[src/rtl/mem_stage_pkg.sv]
// Shared encodings for the memory-access stage: access sizes, FSM states and bundle widths.
package mem_stage_pkg;

    localparam int XLEN  = 32;
    localparam int REG_W = 5;
    localparam int F3_W  = 3;

    localparam logic [F3_W-1:0] LS_B  = 3'b000;
    localparam logic [F3_W-1:0] LS_H  = 3'b001;
    localparam logic [F3_W-1:0] LS_W  = 3'b010;
    localparam logic [F3_W-1:0] LS_BU = 3'b100;
    localparam logic [F3_W-1:0] LS_HU = 3'b101;

    typedef enum logic {
        ST_IDLE = 1'b0,
        ST_WAIT = 1'b1
    } state_t;

endpackage

[src/rtl/mem_stage_load_align.sv]
// Picks the addressed byte/half lane out of a read word and sign- or zero-extends it.
module load_align
    import mem_stage_pkg::*;
(
    input  logic [XLEN-1:0] rdata,
    input  logic [1:0]      addr_lo,
    input  logic [F3_W-1:0] funct3,
    output logic [XLEN-1:0] data
);

    logic signed [7:0]  byte_s;
    logic signed [15:0] half_s;

    always_comb begin
        byte_s = rdata[8*addr_lo +: 8];
        half_s = addr_lo[1] ? rdata[31:16] : rdata[15:0];
        case (funct3)
            LS_B:    data = {{24{byte_s[7]}}, byte_s};
            LS_BU:   data = {24'd0, byte_s};
            LS_H:    data = {{16{half_s[15]}}, half_s};
            LS_HU:   data = {16'd0, half_s};
            default: data = rdata;
        endcase
    end

endmodule

[src/rtl/mem_stage.sv]
// Memory-access stage: runs the dmem req/ack handshake, aligns loads and stores,
// and registers one write-back bundle per accepted instruction.
module mem_stage
    import mem_stage_pkg::*;
#(
    parameter int TIMEOUT_CYCLES = 16
) (
    input  logic             clk,
    input  logic             rst,
    input  logic             in_valid,
    input  logic             mem_read,
    input  logic             mem_write,
    input  logic [F3_W-1:0]  funct3,
    input  logic [XLEN-1:0]  ex_result,
    input  logic [XLEN-1:0]  store_data,
    input  logic [REG_W-1:0] rd_in,
    input  logic             reg_write_in,
    output logic             stall,
    output logic             dmem_req,
    output logic             dmem_we,
    output logic [XLEN-1:0]  dmem_addr,
    output logic [XLEN-1:0]  dmem_wdata,
    output logic [3:0]       dmem_wstrb,
    input  logic             dmem_ack,
    input  logic [XLEN-1:0]  dmem_rdata,
    output logic             wb_valid,
    output logic [XLEN-1:0]  wb_data,
    output logic [REG_W-1:0] wb_rd,
    output logic             wb_reg_write,
    output logic             exc_misaligned,
    output logic             exc_bus_error
);

    localparam int CNT_W = (TIMEOUT_CYCLES > 1) ? $clog2(TIMEOUT_CYCLES) : 1;
    localparam logic [CNT_W-1:0] CNT_LAST = CNT_W'(TIMEOUT_CYCLES - 1);

    state_t            state_q, state_d;
    logic [CNT_W-1:0]  cnt_q;
    logic [1:0]        addr_lo_q;
    logic [F3_W-1:0]   funct3_q;
    logic [REG_W-1:0]  rd_q;
    logic              reg_write_q;

    logic              mem_op, acc_ok, accept, start, timed_out;
    logic [XLEN-1:0]   wdata_d, load_val;
    logic [3:0]        wstrb_d;

    assign mem_op    = mem_read | mem_write;
    assign accept    = (state_q == ST_IDLE) && in_valid;
    assign start     = accept && mem_op && acc_ok;
    assign timed_out = (state_q == ST_WAIT) && !dmem_ack && (cnt_q == CNT_LAST);
    assign stall     = (state_q == ST_WAIT) || start;

    always_comb begin
        acc_ok = 1'b0;
        case (funct3)
            LS_B, LS_BU: acc_ok = 1'b1;
            LS_H, LS_HU: acc_ok = ~ex_result[0];
            LS_W:        acc_ok = (ex_result[1:0] == 2'b00);
            default:     acc_ok = 1'b0;
        endcase
    end

    // Store lanes: replicate narrow data so the strobes alone pick the bytes.
    always_comb begin
        wdata_d = store_data;
        wstrb_d = 4'b1111;
        case (funct3[1:0])
            2'b00: begin
                wdata_d = {4{store_data[7:0]}};
                wstrb_d = 4'b0001 << ex_result[1:0];
            end
            2'b01: begin
                wdata_d = {2{store_data[15:0]}};
                wstrb_d = 4'b0011 << ex_result[1:0];
            end
            default: ;
        endcase
        if (!mem_write) wstrb_d = 4'b0000;
    end

    load_align u_load_align (
        .rdata   (dmem_rdata),
        .addr_lo (addr_lo_q),
        .funct3  (funct3_q),
        .data    (load_val)
    );

    always_comb begin
        state_d = state_q;
        case (state_q)
            ST_IDLE: if (start) state_d = ST_WAIT;
            ST_WAIT: if (dmem_ack || timed_out) state_d = ST_IDLE;
            default: state_d = ST_IDLE;
        endcase
    end

    always_ff @(posedge clk) begin
        if (rst) state_q <= ST_IDLE;
        else     state_q <= state_d;
    end

    always_ff @(posedge clk) begin
        if (rst) begin
            cnt_q          <= '0;
            dmem_req       <= 1'b0;
            dmem_we        <= 1'b0;
            dmem_addr      <= '0;
            dmem_wdata     <= '0;
            dmem_wstrb     <= '0;
            addr_lo_q      <= '0;
            funct3_q       <= '0;
            rd_q           <= '0;
            reg_write_q    <= 1'b0;
            wb_valid       <= 1'b0;
            wb_data        <= '0;
            wb_rd          <= '0;
            wb_reg_write   <= 1'b0;
            exc_misaligned <= 1'b0;
            exc_bus_error  <= 1'b0;
        end else begin
            wb_valid       <= 1'b0;
            exc_misaligned <= 1'b0;
            exc_bus_error  <= 1'b0;
            if (start) begin
                dmem_req    <= 1'b1;
                dmem_we     <= mem_write;
                dmem_addr   <= {ex_result[XLEN-1:2], 2'b00};
                dmem_wdata  <= wdata_d;
                dmem_wstrb  <= wstrb_d;
                addr_lo_q   <= ex_result[1:0];
                funct3_q    <= funct3;
                rd_q        <= rd_in;
                reg_write_q <= reg_write_in & mem_read;
                cnt_q       <= '0;
            end else if (accept) begin
                // Pass-through result, or a rejected access reported as misaligned.
                wb_valid       <= 1'b1;
                wb_data        <= ex_result;
                wb_rd          <= rd_in;
                wb_reg_write   <= reg_write_in & ~mem_op;
                exc_misaligned <= mem_op;
            end else if (state_q == ST_WAIT) begin
                if (dmem_ack) begin
                    dmem_req     <= 1'b0;
                    wb_valid     <= 1'b1;
                    wb_rd        <= rd_q;
                    wb_reg_write <= reg_write_q;
                    if (!dmem_we) wb_data <= load_val;
                end else if (timed_out) begin
                    dmem_req      <= 1'b0;
                    wb_valid      <= 1'b1;
                    wb_rd         <= rd_q;
                    wb_reg_write  <= 1'b0;
                    exc_bus_error <= 1'b1;
                end else begin
                    cnt_q <= cnt_q + CNT_W'(1);
                end
            end
        end
    end

endmodule

[config.mk]
export PLATFORM = sky130hd
export DESIGN_NAME = mem_stage
export DESIGN_NICKNAME = d
export VERILOG_FILES = /design/src/rtl/mem_stage_pkg.sv /design/src/rtl/mem_stage_load_align.sv /design/src/rtl/mem_stage.sv
export SDC_FILE = /design/constraint.sdc
export NUM_CORES = 1
export LEC_CHECK = 0
export CAP_MARGIN = 30
export CORE_MARGIN = 5
export CORE_UTILIZATION = 29
export CTS_BUF_LIST = sky130_fd_sc_hd__clkbuf_16
export CTS_CLUSTER_SIZE = 10
export DETAILED_ROUTE_END_ITERATION = 6
export REMOVE_ABC_BUFFERS = 1
export SETUP_SLACK_MARGIN = 0.05
export SYNTH_ARGS = -nofsm -noshare
export SYNTH_HDL_FRONTEND = slang
export SYNTH_SLANG_ARGS = --single-unit
[constraint.sdc]
create_clock -name clk -period 1.65 [get_ports clk]
set_input_delay 0.165 -clock clk [delete_from_list [all_inputs] [get_ports clk]]
set_output_delay 0.165 -clock clk [all_outputs]
set_load 0.02 [all_outputs]
==> impl_metrics.yaml, run 1 <==
timing:
  setup_viol: 12
  tns_ns: -0.2360
  fmax_mhz: 582.8
  finClkSkew_ns: 0.006916
  fin_ws_ns: -0.06582
  relSlewSlack: 0.6094
  tightest_slew_ns: 0.5859
  rsz0062_at_grt: "yes"
  drv_slew: 0
  period_minus_slack_ns: 1.716
  fin_crit_sh: 1.040
  finalHoldViolations: 0
layout:
  fillers: 1877
  final_cell_mix: "clkdlybuf4s50_1, nand2_1, dfxtp_1, a21oi_1, buf_4"
  design_area_um2: 10180
  final_common_cell: "clkdlybuf4s50_1"
  area_growth_pct: 79.02
  layout.nets: 1104
  insertedDiodeCount: 0
  drive_above_1_share: 0.2179
route:
  drt_iter0_drc: 360
  antenna_left: 0
  finalWirelength_mm: 23.29
  via_per_inst: 5.013
  routedWlPerCell_um: 18.34
  drc_errors: 0
  drtPass1Iterations: 5
  vias: 6366
floorplan:
  die_w_um: 150.1
  die-area_um2: 22520
  start_util: 0.2932
  core_area_um2: 19400
  pin_count: 223
  rows: 51
  die_h_um: 150.1
power:
  p_comb_frac: 0.233
  internal_power_w: 0.006670
  p_leak_nw: 4.154
  p_seq_frac: 0.356
  sw_frac_of_total: 0.2855
  clkPwrFrac: 0.412
  switchingPower_w: 0.002665
  powerDensity_nw_per_um2: 916.8
  peakVddDrop_v: 0.0006964
synth:
  yosysWarningCount: 0
  synth_edf_count: 0
  ys.flop_type: "dfxtp_1"
  synth_cell_types: 53
  avgSynthCellArea_um2: 7.933
  synth_area_um2: 5688
  ys_ff_latch: 125
  synthCells: 717
  async_flop_share: 0
  seq_area_frac_synth: 0.4399
setup_path:
  reg2reg_from: "state_q"
  startpoint_type: "flop"
  worstSetupEndpointType: "flop"
  critical_path_class: "flop to flop"
  critPathLaunch: "state_q"
  critical_path_arrival_ns: 1.99
  cp.required_ns: 1.93
  worstPathMaxFanout: 5
  rrSetupSlack_ns: -0.07
clocking:
  clk_pin_slew_ns: 0.06
  clk_latency_ns: 0.42
  cts-buffers-inserted: 17
  cts_tree: "done"
  cts_sinks: 125
  cts-htree-levels: 4
  cts_buffer_depth: 2
  cts-root-buf: "clkbuf_16"
global_route:
  gr-total-overflow: 0
  grt_usage: 0.1896
  grt_pass1_vias: 6059
  grt_pass1_wl_mm: 33.64
  grt_max_degree: 116
  antenna_found_initial: 1
placement:
  dp_hpwl_mm: 14.66
  port_buffers: 220
  dpl_cell_area_um2: 8499
  place_congestion: 0.8447
hold_path:
  hp-start: "rst"
  hold_path.class: "input pin to flop"
outcome:
  outcome: "finished, violations left"
  violations: "negative setup slack"
flow_run:
  drv_cap: 0
-- cell usage after synthesis, types with 3 or more instances --
cell | instances | area share
buf_4 | 7 | 0.0092
nand2b_1 | 8 | 0.0088
a211oi_1 | 17 | 0.022
o2bb2ai_1 | 16 | 0.025
clkbuf_1 | 35 | 0.023
o211ai_1 | 8 | 0.011
o2111ai_1 | 5 | 0.0077
nand3_1 | 7 | 0.0062
mux2i_1 | 19 | 0.033
o41ai_1 | 5 | 0.0077
and3_1 | 3 | 0.0033
inv_1 | 5 | 0.0033
nand3b_1 | 6 | 0.0079
buf_2 | 17 | 0.015
nor2_1 | 53 | 0.035
dfxtp_1 | 125 | 0.44
a21oi_1 | 96 | 0.084
o21ai_0 | 41 | 0.036
nor2b_1 | 5 | 0.0055
a22oi_1 | 5 | 0.0066
buf_1 | 3 | 0.0020
a22o_1 | 7 | 0.011
a311oi_1 | 15 | 0.023
nand2_1 | 165 | 0.11
nor3_1 | 12 | 0.011
-- worst max-delay path: stages (launching register included) --
cell and delay [ns]:
dfxtp_2 0.33, nand2b_4 0.13, and4bb_4 0.23, buf_6 0.13, or2_4 0.31, buf_12 0.16, buf_6 0.11, a21oi_2 0.11
a211oi_2 0.07
-- registers in the layout, summed over array words and instances, names as in the netlist, 2 cells and up --
name	count
funct3_q	3
addr_lo_q	2
dmem_wdata	32
wb_rd	5
rd_q	5
cnt_q	4
dmem_addr	30
dmem_wstrb	4
wb_data	32
-- power groups by stage --
stage          clock network (W)  registers [W]  logic (W)
2_1_floorplan                  0        0.00359   0.000523
3_3_place_gp                   0        0.00337    0.00183
3_5_place_dp                   0        0.00337    0.00183
4_1_cts                  0.00394        0.00331    0.00201
5_1_grt                  0.00409        0.00334    0.00231
6_report                 0.00384        0.00332    0.00217
-- stage by stage --
stage                     utilization  hold WS, ns  total power (W)  setup slack, ns  instances
final                          0.5249       0.2544         0.009335         -0.06582       1270
after global routing           0.5249       0.2482         0.009748         -0.09248       1270
after CTS                      0.4908       0.2253         0.009266          -0.1044       1255
after detailed placement       0.4381       0.4458         0.005208          -0.8342       1205
after global placement         0.4381       0.4390         0.005199          -0.7969       1205
after floorplan                     -       0.2341         0.004109           -1.489        655
-- path summary, 6_finish.rpt --
check / endpoint / cells past startpoint
setup / recovery: wb_data[6] / 8
hold / removal: wb_data[19] / 5
setup reg to reg: wb_data[6] / 8
hold reg to reg: dmem_addr[5] / 2
-- cell families (layout without fill, tap and decap cells) --
logic type	Yosys count	in the layout	share of synthesized area
XOR/XNOR	3	3	0.004620
flip-flops	125	125	0.4399
AO/OA/AOI/OAI	229	230	0.2580
other	1	2	0.0006593
AND/OR/NAND/NOR	270	270	0.2026
multiplexers	20	20	0.03739
adder cells (fa/ha/maj)	1	1	0.002199
buffers and inverters	68	354	0.05455
-- timing repair --
action,CTS,global route
hold buffers,0,0
resized for setup,59,129
setup buffers,14,9
pin swaps,16,63
gates cloned,5,7
endpoints found under the setup margin,104,135
-- layout make-up --
| type | instances | area, um^2 | area share |
|---|---|---|---|
| multi-input cells | 526 | 3278 | 0.3219 |
| clock inverters | 15 | 171.4 | 0.01683 |
| clock buffers | 17 | 425.4 | 0.04178 |
| repair buffers | 317 | 3438 | 0.3377 |
| flip-flops and latches | 125 | 2515 | 0.2470 |
| well taps | 265 | 331.6 | 0.03256 |
| inverters | 5 | 22.52 | 0.002212 |
-- per-layer routing --
layer	global-route usage	vias to the layer above	routed length, um
met5	0	-	11
met4	0.05169	2	293
met3	0.07511	28	1997
met1	0.2372	3022	10010
li1	-	3089	-
met2	0.3039	225	10980
(Power assumes the default switching activity.)
==> inputs of run 2 (changes only) <==
- CORE_MARGIN: 5 -> not set
- CTS_CLUSTER_SIZE: 10 -> 16
==> run 2 against run 1 <==
Critical endpoint is now wb_data[15]. Combinational power is 6% lower. First-iteration DRC count is 1.7% lower. Sequential share of layout area is 1.2 points higher. Critical path depth is 1 lower. Total power is 1.2% lower. Largest power group unchanged. Via count is 2.5% lower. The flow now finishes without violations.
==> impl_metrics.yaml, run 2 (same netlist as run 1, synthesis figures left out) <==
layout:
  final_cell_mix: "clkdlybuf4s50_1, nand2_1, dfxtp_1, a21oi_1, buf_4"
  final_common_cell: "clkdlybuf4s50_1"
  drive_above_1_share: 0.1704
  design_area_um2: 9709
  area_growth_pct: 70.70
  insertedDiodeCount: 0
  layout.nets: 1092
  reg_top3: "dmem_wdata x32, wb_data x32, dmem_addr x30"
  final_cells: 1252
setup_path:
  crit_slowest_cell: "dfxtp_2"
  startpoint_type: "flop"
  critical_path_class: "flop to flop"
  cp_num_buf_inv: 2
  critPathTopFamily: "simple AND/OR/NAND/NOR gates"
  worstPathMaxFanout: 10
  cp.required_ns: 2.00
  worstPathCellList: "nand2b_4, and4bb_4, buf_6, or2_4, buf_12, a211o_1, a21oi_2"
  max_stage_delay_ns: 0.32
  worstSetupEndpointType: "flop"
  critical_path_arrival_ns: 2.00
floorplan:
  core_area_um2: 18960
  rows: 50
  start_util: 0.3001
  die_w_um: 142.1
  die_h_um: 142.1
  pin_count: 223
  die-area_um2: 20180
timing:
  timing.hold.ws_ns: 0.07657
  fin_ws_ns: 0.003502
  finalHoldViolations: 0
  drv_slew: 0
  tns_ns: 0
  setup_viol: 0
  fmax_mhz: 607.4
  period_minus_slack_ns: 1.646
  rsz0062_at_grt: "yes"
  finClkSkew_ns: 0.004444
  fin_crit_sh: 0.9979
route:
  routedWlPerCell_um: 17.13
  drtPass1Iterations: 4
  antenna_left: 0
  vias: 6204
  via_per_inst: 4.955
  drc_errors: 0
  finalWirelength_mm: 21.45
  drt_iter0_drc: 354
global_route:
  gr-total-overflow: 0
  grt_usage: 0.2034
  grt_pass1_vias: 5772
  grt_pass1_wl_mm: 31.64
  grt_max_degree: 47
  antenna_found_initial: 1
clocking:
  clk_latency_ns: 0.41
  cts-root-buf: "clkbuf_16"
  cts_buffer_depth: 2
  cts_tree: "done"
  cts_hold_buf: 0
  cts_sinks: 125
  clk_pin_slew_ns: 0.06
  cts-buffers-inserted: 17
  cts-htree-levels: 4
placement:
  dp_hpwl_mm: 15.02
  dpl.cell_count: 1207
  port_buffers: 220
  place_congestion: 0.8395
  dpl_cell_area_um2: 8583
  dp_slack_ns: -0.6926
flow_run:
  drv_cap: 0
power:
  p_leak_nw: 3.739
  peakVddDrop_v: 0.0007174
  powerDensity_nw_per_um2: 950.2
hold_path:
  hold_path.class: "input pin to flop"
outcome:
  outcome: "finished, final reports clean"
[run 2: cell count changes in the layout (fill, tap and decap cells not counted), sizes merged]
cell           before  now
clkdlybuf4s50     185  201
dlymetal6s2s       26   11
buf                92   84
clkbuf             24   20
bufinv              3    4
clkinv              8    7
clkinvlp            3    2
dlygate4sd2         7    6
[run 2: per-stage QoR]
| stage | total power [W] | utilization |
|---|---|---|
| floorplan | 0.004109 | - |
| global placement | 0.005225 | 0.4528 |
| detailed placement | 0.005235 | 0.4528 |
| CTS | 0.009240 | 0.4957 |
| global route | 0.009612 | 0.5122 |
| finish | 0.009226 | 0.5122 |
[run 2: layout make-up]
cell class                      instances  area (um^2)
Clock buffer                           17        425.4
Clock inverter                         14        176.4
Fill cell                            1828         9246
Inverter                                5        22.52
Multi-Input combinational cell        526         3149
Sequential cell                       125         2511
Tap cell                              260        325.3
Timing Repair Buffer                  305         3099
[run 2: timing repair]
| item | 4_1_cts | 5_1_grt |
|---|---|---|
| buffers inserted | 4 | 5 |
| pin swaps | 6 | 17 |
| resized for setup | 42 | 61 |
| endpoints found under the setup margin | 113 | 129 |
| gates cloned | 2 | 3 |
[run 2: layer usage]
layer,vias to the layer above,global-route usage,part of all wire
li1,3059,-,-
met1,2887,0.2477,0.42
met2,238,0.3359,0.47
met3,18,0.07873,0.096
met4,2,0.04810,0.0092
met5,-,0,0.00042
[run 2: worst paths after layout]
kind	startpoint	end	slack (ns)	cells past startpoint
worst max-delay path	state_q	wb_data[15]	0.004	7
worst min-delay path	rst	addr_lo_q[1]	0.08	2
worst max register to register	state_q	wb_data[15]	0.004	7
worst min register to register	dmem_wstrb[3]	dmem_wstrb[3]	0.45	2
[run 2: power by group]
part | leakage, nW | switching (W) | internal [W] | total, W
clock | 0.299 | 0.00139 | 0.00250 | 0.00388
sequential | 1.02 | 0.000102 | 0.00321 | 0.00331
combinational | 2.42 | 0.00102 | 0.00101 | 0.00203
==> inputs of run 3 (changes only) <==
- CORE_ASPECT_RATIO: not set -> 1.2
==> run 3 against run 2 <==
Combinational power rose by 7%. First-iteration DRC count decreased by 19%. Largest power group unchanged. Critical endpoint is now dmem_wstrb[3]. Total power down 2.6%. Cell count grew 0.48%. Flip-flop and latch count unchanged. The flow now finishes with violations (negative setup slack). Core utilization up 1.8 points. Clock-buffer cell count stayed put. Non-clock buffer count rose by 10.
==> impl_metrics.yaml, run 3 (same netlist as run 1, synthesis figures left out) <==
clocking:
  cts_buffer_depth: 2
  cts-root-buf: "clkbuf_16"
  cts_tree: "done"
  clk_pin_slew_ns: 0.06
  cts_hold_buf: 0
  cts-htree-levels: 4
  cts-buffers-inserted: 17
  cts_sinks: 125
  clk_latency_ns: 0.42
power:
  peakVddDrop_v: 0.0006625
  total_power_w: 0.008989
  powerDensity_nw_per_um2: 890.0
  p_comb_frac: 0.241
  p_leak_nw: 3.991
  internal_power_w: 0.006461
  sw_frac_of_total: 0.2812
  switchingPower_w: 0.002528
  p_seq_frac: 0.369
  clkPwrFrac: 0.390
setup_path:
  startpoint_type: "flop"
  critPathTopFamily: "buffers and inverters"
  cp_num_buf_inv: 5
  critical_path_arrival_ns: 1.99
  crit_slowest_cell: "dfxtp_4"
  cp.required_ns: 1.93
  max_stage_delay_ns: 0.36
  crit_path_frequent_cell: "buf_6"
  critical_path_class: "flop to flop"
  worstPathCellList: "buf_6, nor2b_4, buf_6, o21ai_4, nand3b_1, buf_6, buf_12, clkbuf_16, nand2_2, a21oi_1"
  worstSetupEndpointType: "flop"
  worstPathMaxFanout: 5
route:
  drt_iter0_drc: 287
  drt-met1-wl_mm: 9.314
  routedWlPerCell_um: 17.89
  drc_errors: 0
  drtPass1Iterations: 5
  met3_length_mm: 1.086
  vias: 6239
  finalWirelength_mm: 22.51
  antenna_left: 0
  dr_wl_met2_mm: 11.34
  top_layer: "met4"
  via_per_inst: 4.959
placement:
  port_buffers: 220
  dp_hpwl_mm: 13.86
  place_congestion: 0.8196
layout:
  drive_above_1_share: 0.2088
  final_cell_mix: "clkdlybuf4s50_1, nand2_1, dfxtp_1, a21oi_1, buf_4"
  layout.nets: 1102
  reg_top3: "dmem_wdata x32, wb_data x32, dmem_addr x30"
  fillers: 1768
  area_growth_pct: 77.56
  final_common_cell: "clkdlybuf4s50_1"
floorplan:
  rows: 55
  core_area_um2: 19060
  die-area_um2: 20180
  die_h_um: 155.4
  pin_count: 223
  die_w_um: 129.8
  start_util: 0.2984
global_route:
  grt_max_degree: 116
  grt_pass1_vias: 5848
  grt_pass1_wl_mm: 32.84
  gr-total-overflow: 0
  antenna_found_initial: 1
  grt_usage: 0.2157
flow_run:
  drv_cap: 0
hold_path:
  hold_path.class: "input pin to flop"
timing:
  relSlewSlack: 0.6007
  tightest_slew_ns: 0.5990
  fin_ws_ns: -0.05869
  rsz0062_at_grt: "yes"
  fin_crit_sh: 1.036
  period_minus_slack_ns: 1.709
  fmax_mhz: 585.2
  finClkSkew_ns: 0.007945
  finalHoldViolations: 0
  tns_ns: -1.139
  setup_viol: 30
  drv_slew: 0
outcome:
  outcome: "finished, violations left"
  violations: "negative setup slack"
[run 3: cell count changes in the layout (fill, tap and decap cells not counted), moves of 3 or more]
cell / previous run / this run
buf_16: 2 / 8
inv_1: 4 / 7
buf_4: 63 / 57
clkdlybuf4s50_1: 201 / 197
nand2_2: 1 / 21
buf_6: 8 / 12
nand2_1: 162 / 132
nand2_4: 2 / 12
dlymetal6s2s_1: 11 / 16
[run 3: worst paths after layout]
path | start | to | slack [ns] | depth (start not counted)
worst min register to register | dmem_wstrb[2] | dmem_wstrb[2] | 0.45 | 2
worst max-delay path | state_q | dmem_wstrb[3] | -0.06 | 10
worst max register to register | state_q | dmem_wstrb[3] | -0.06 | 10
worst min-delay path | rst | wb_data[24] | 0.25 | 5
[run 3: metal layers]
metal,GRT usage,up-vias
met5,0,-
met4,0.1107,0
met3,0.05571,43
met2,0.3662,191
met1,0.2471,2917
li1,-,3088
[run 3: cell type report]
class | count | area, um^2 | share of cell area
Antenna cell | 1 | 2.502 | 0.0002478
Clock buffer | 17 | 425.4 | 0.04212
Clock inverter | 13 | 110.1 | 0.01090
Inverter | 5 | 18.77 | 0.001858
Multi-Input combinational cell | 526 | 3309 | 0.3277
Sequential cell | 125 | 2517 | 0.2493
Tap cell | 256 | 320.3 | 0.03171
Timing Repair Buffer | 315 | 3396 | 0.3362
[run 3: repair_timing]
| item | in CTS | in global routing |
|---|---|---|
| pin swaps | 11 | 37 |
| gates resized for setup | 66 | 111 |
| endpoints found under the setup margin | 93 | 123 |
| buffers inserted | 12 | 8 |
| cloned | 9 | 6 |
[run 3: power by group through the flow]
| stage | combinational (W) | clock (W) | sequential, W |
|---|---|---|---|
| 6_report | 0.00217 | 0.00351 | 0.00332 |
| 5_1_grt | 0.00231 | 0.00372 | 0.00334 |
| 4_1_cts | 0.00203 | 0.00358 | 0.00331 |
| 3_5_place_dp | 0.00182 | 0 | 0.00337 |
| 2_1_floorplan | 0.000523 | 0 | 0.00359 |
| 3_3_place_gp | 0.00181 | 0 | 0.00337 |
[run 3: per-stage QoR]
stage	hold WS [ns]	utilization	instance area, um^2	worst slack (ns)	std cells
after floorplan	0.2341	-	5400	-1.489	655
after global placement	0.4405	0.4444	8471	-0.5924	1192
after detailed placement	0.4432	0.4444	8471	-0.6907	1192
after CTS	0.2371	0.4996	9524	-0.02888	1243
after global routing	0.2615	0.5298	10100	-0.1185	1258
final	0.2475	0.5298	10100	-0.05869	1258
[run 3: worst register-to-register path, stage by stage (launching register included)]
cell and delay (ns):
dfxtp_4 0.36, buf_6 0.12, nor2b_4 0.14, buf_6 0.13
o21ai_4 0.05, nand3b_1 0.21, buf_6 0.16, buf_12 0.14
clkbuf_16 0.17, nand2_2 0.05, a21oi_1 0.05
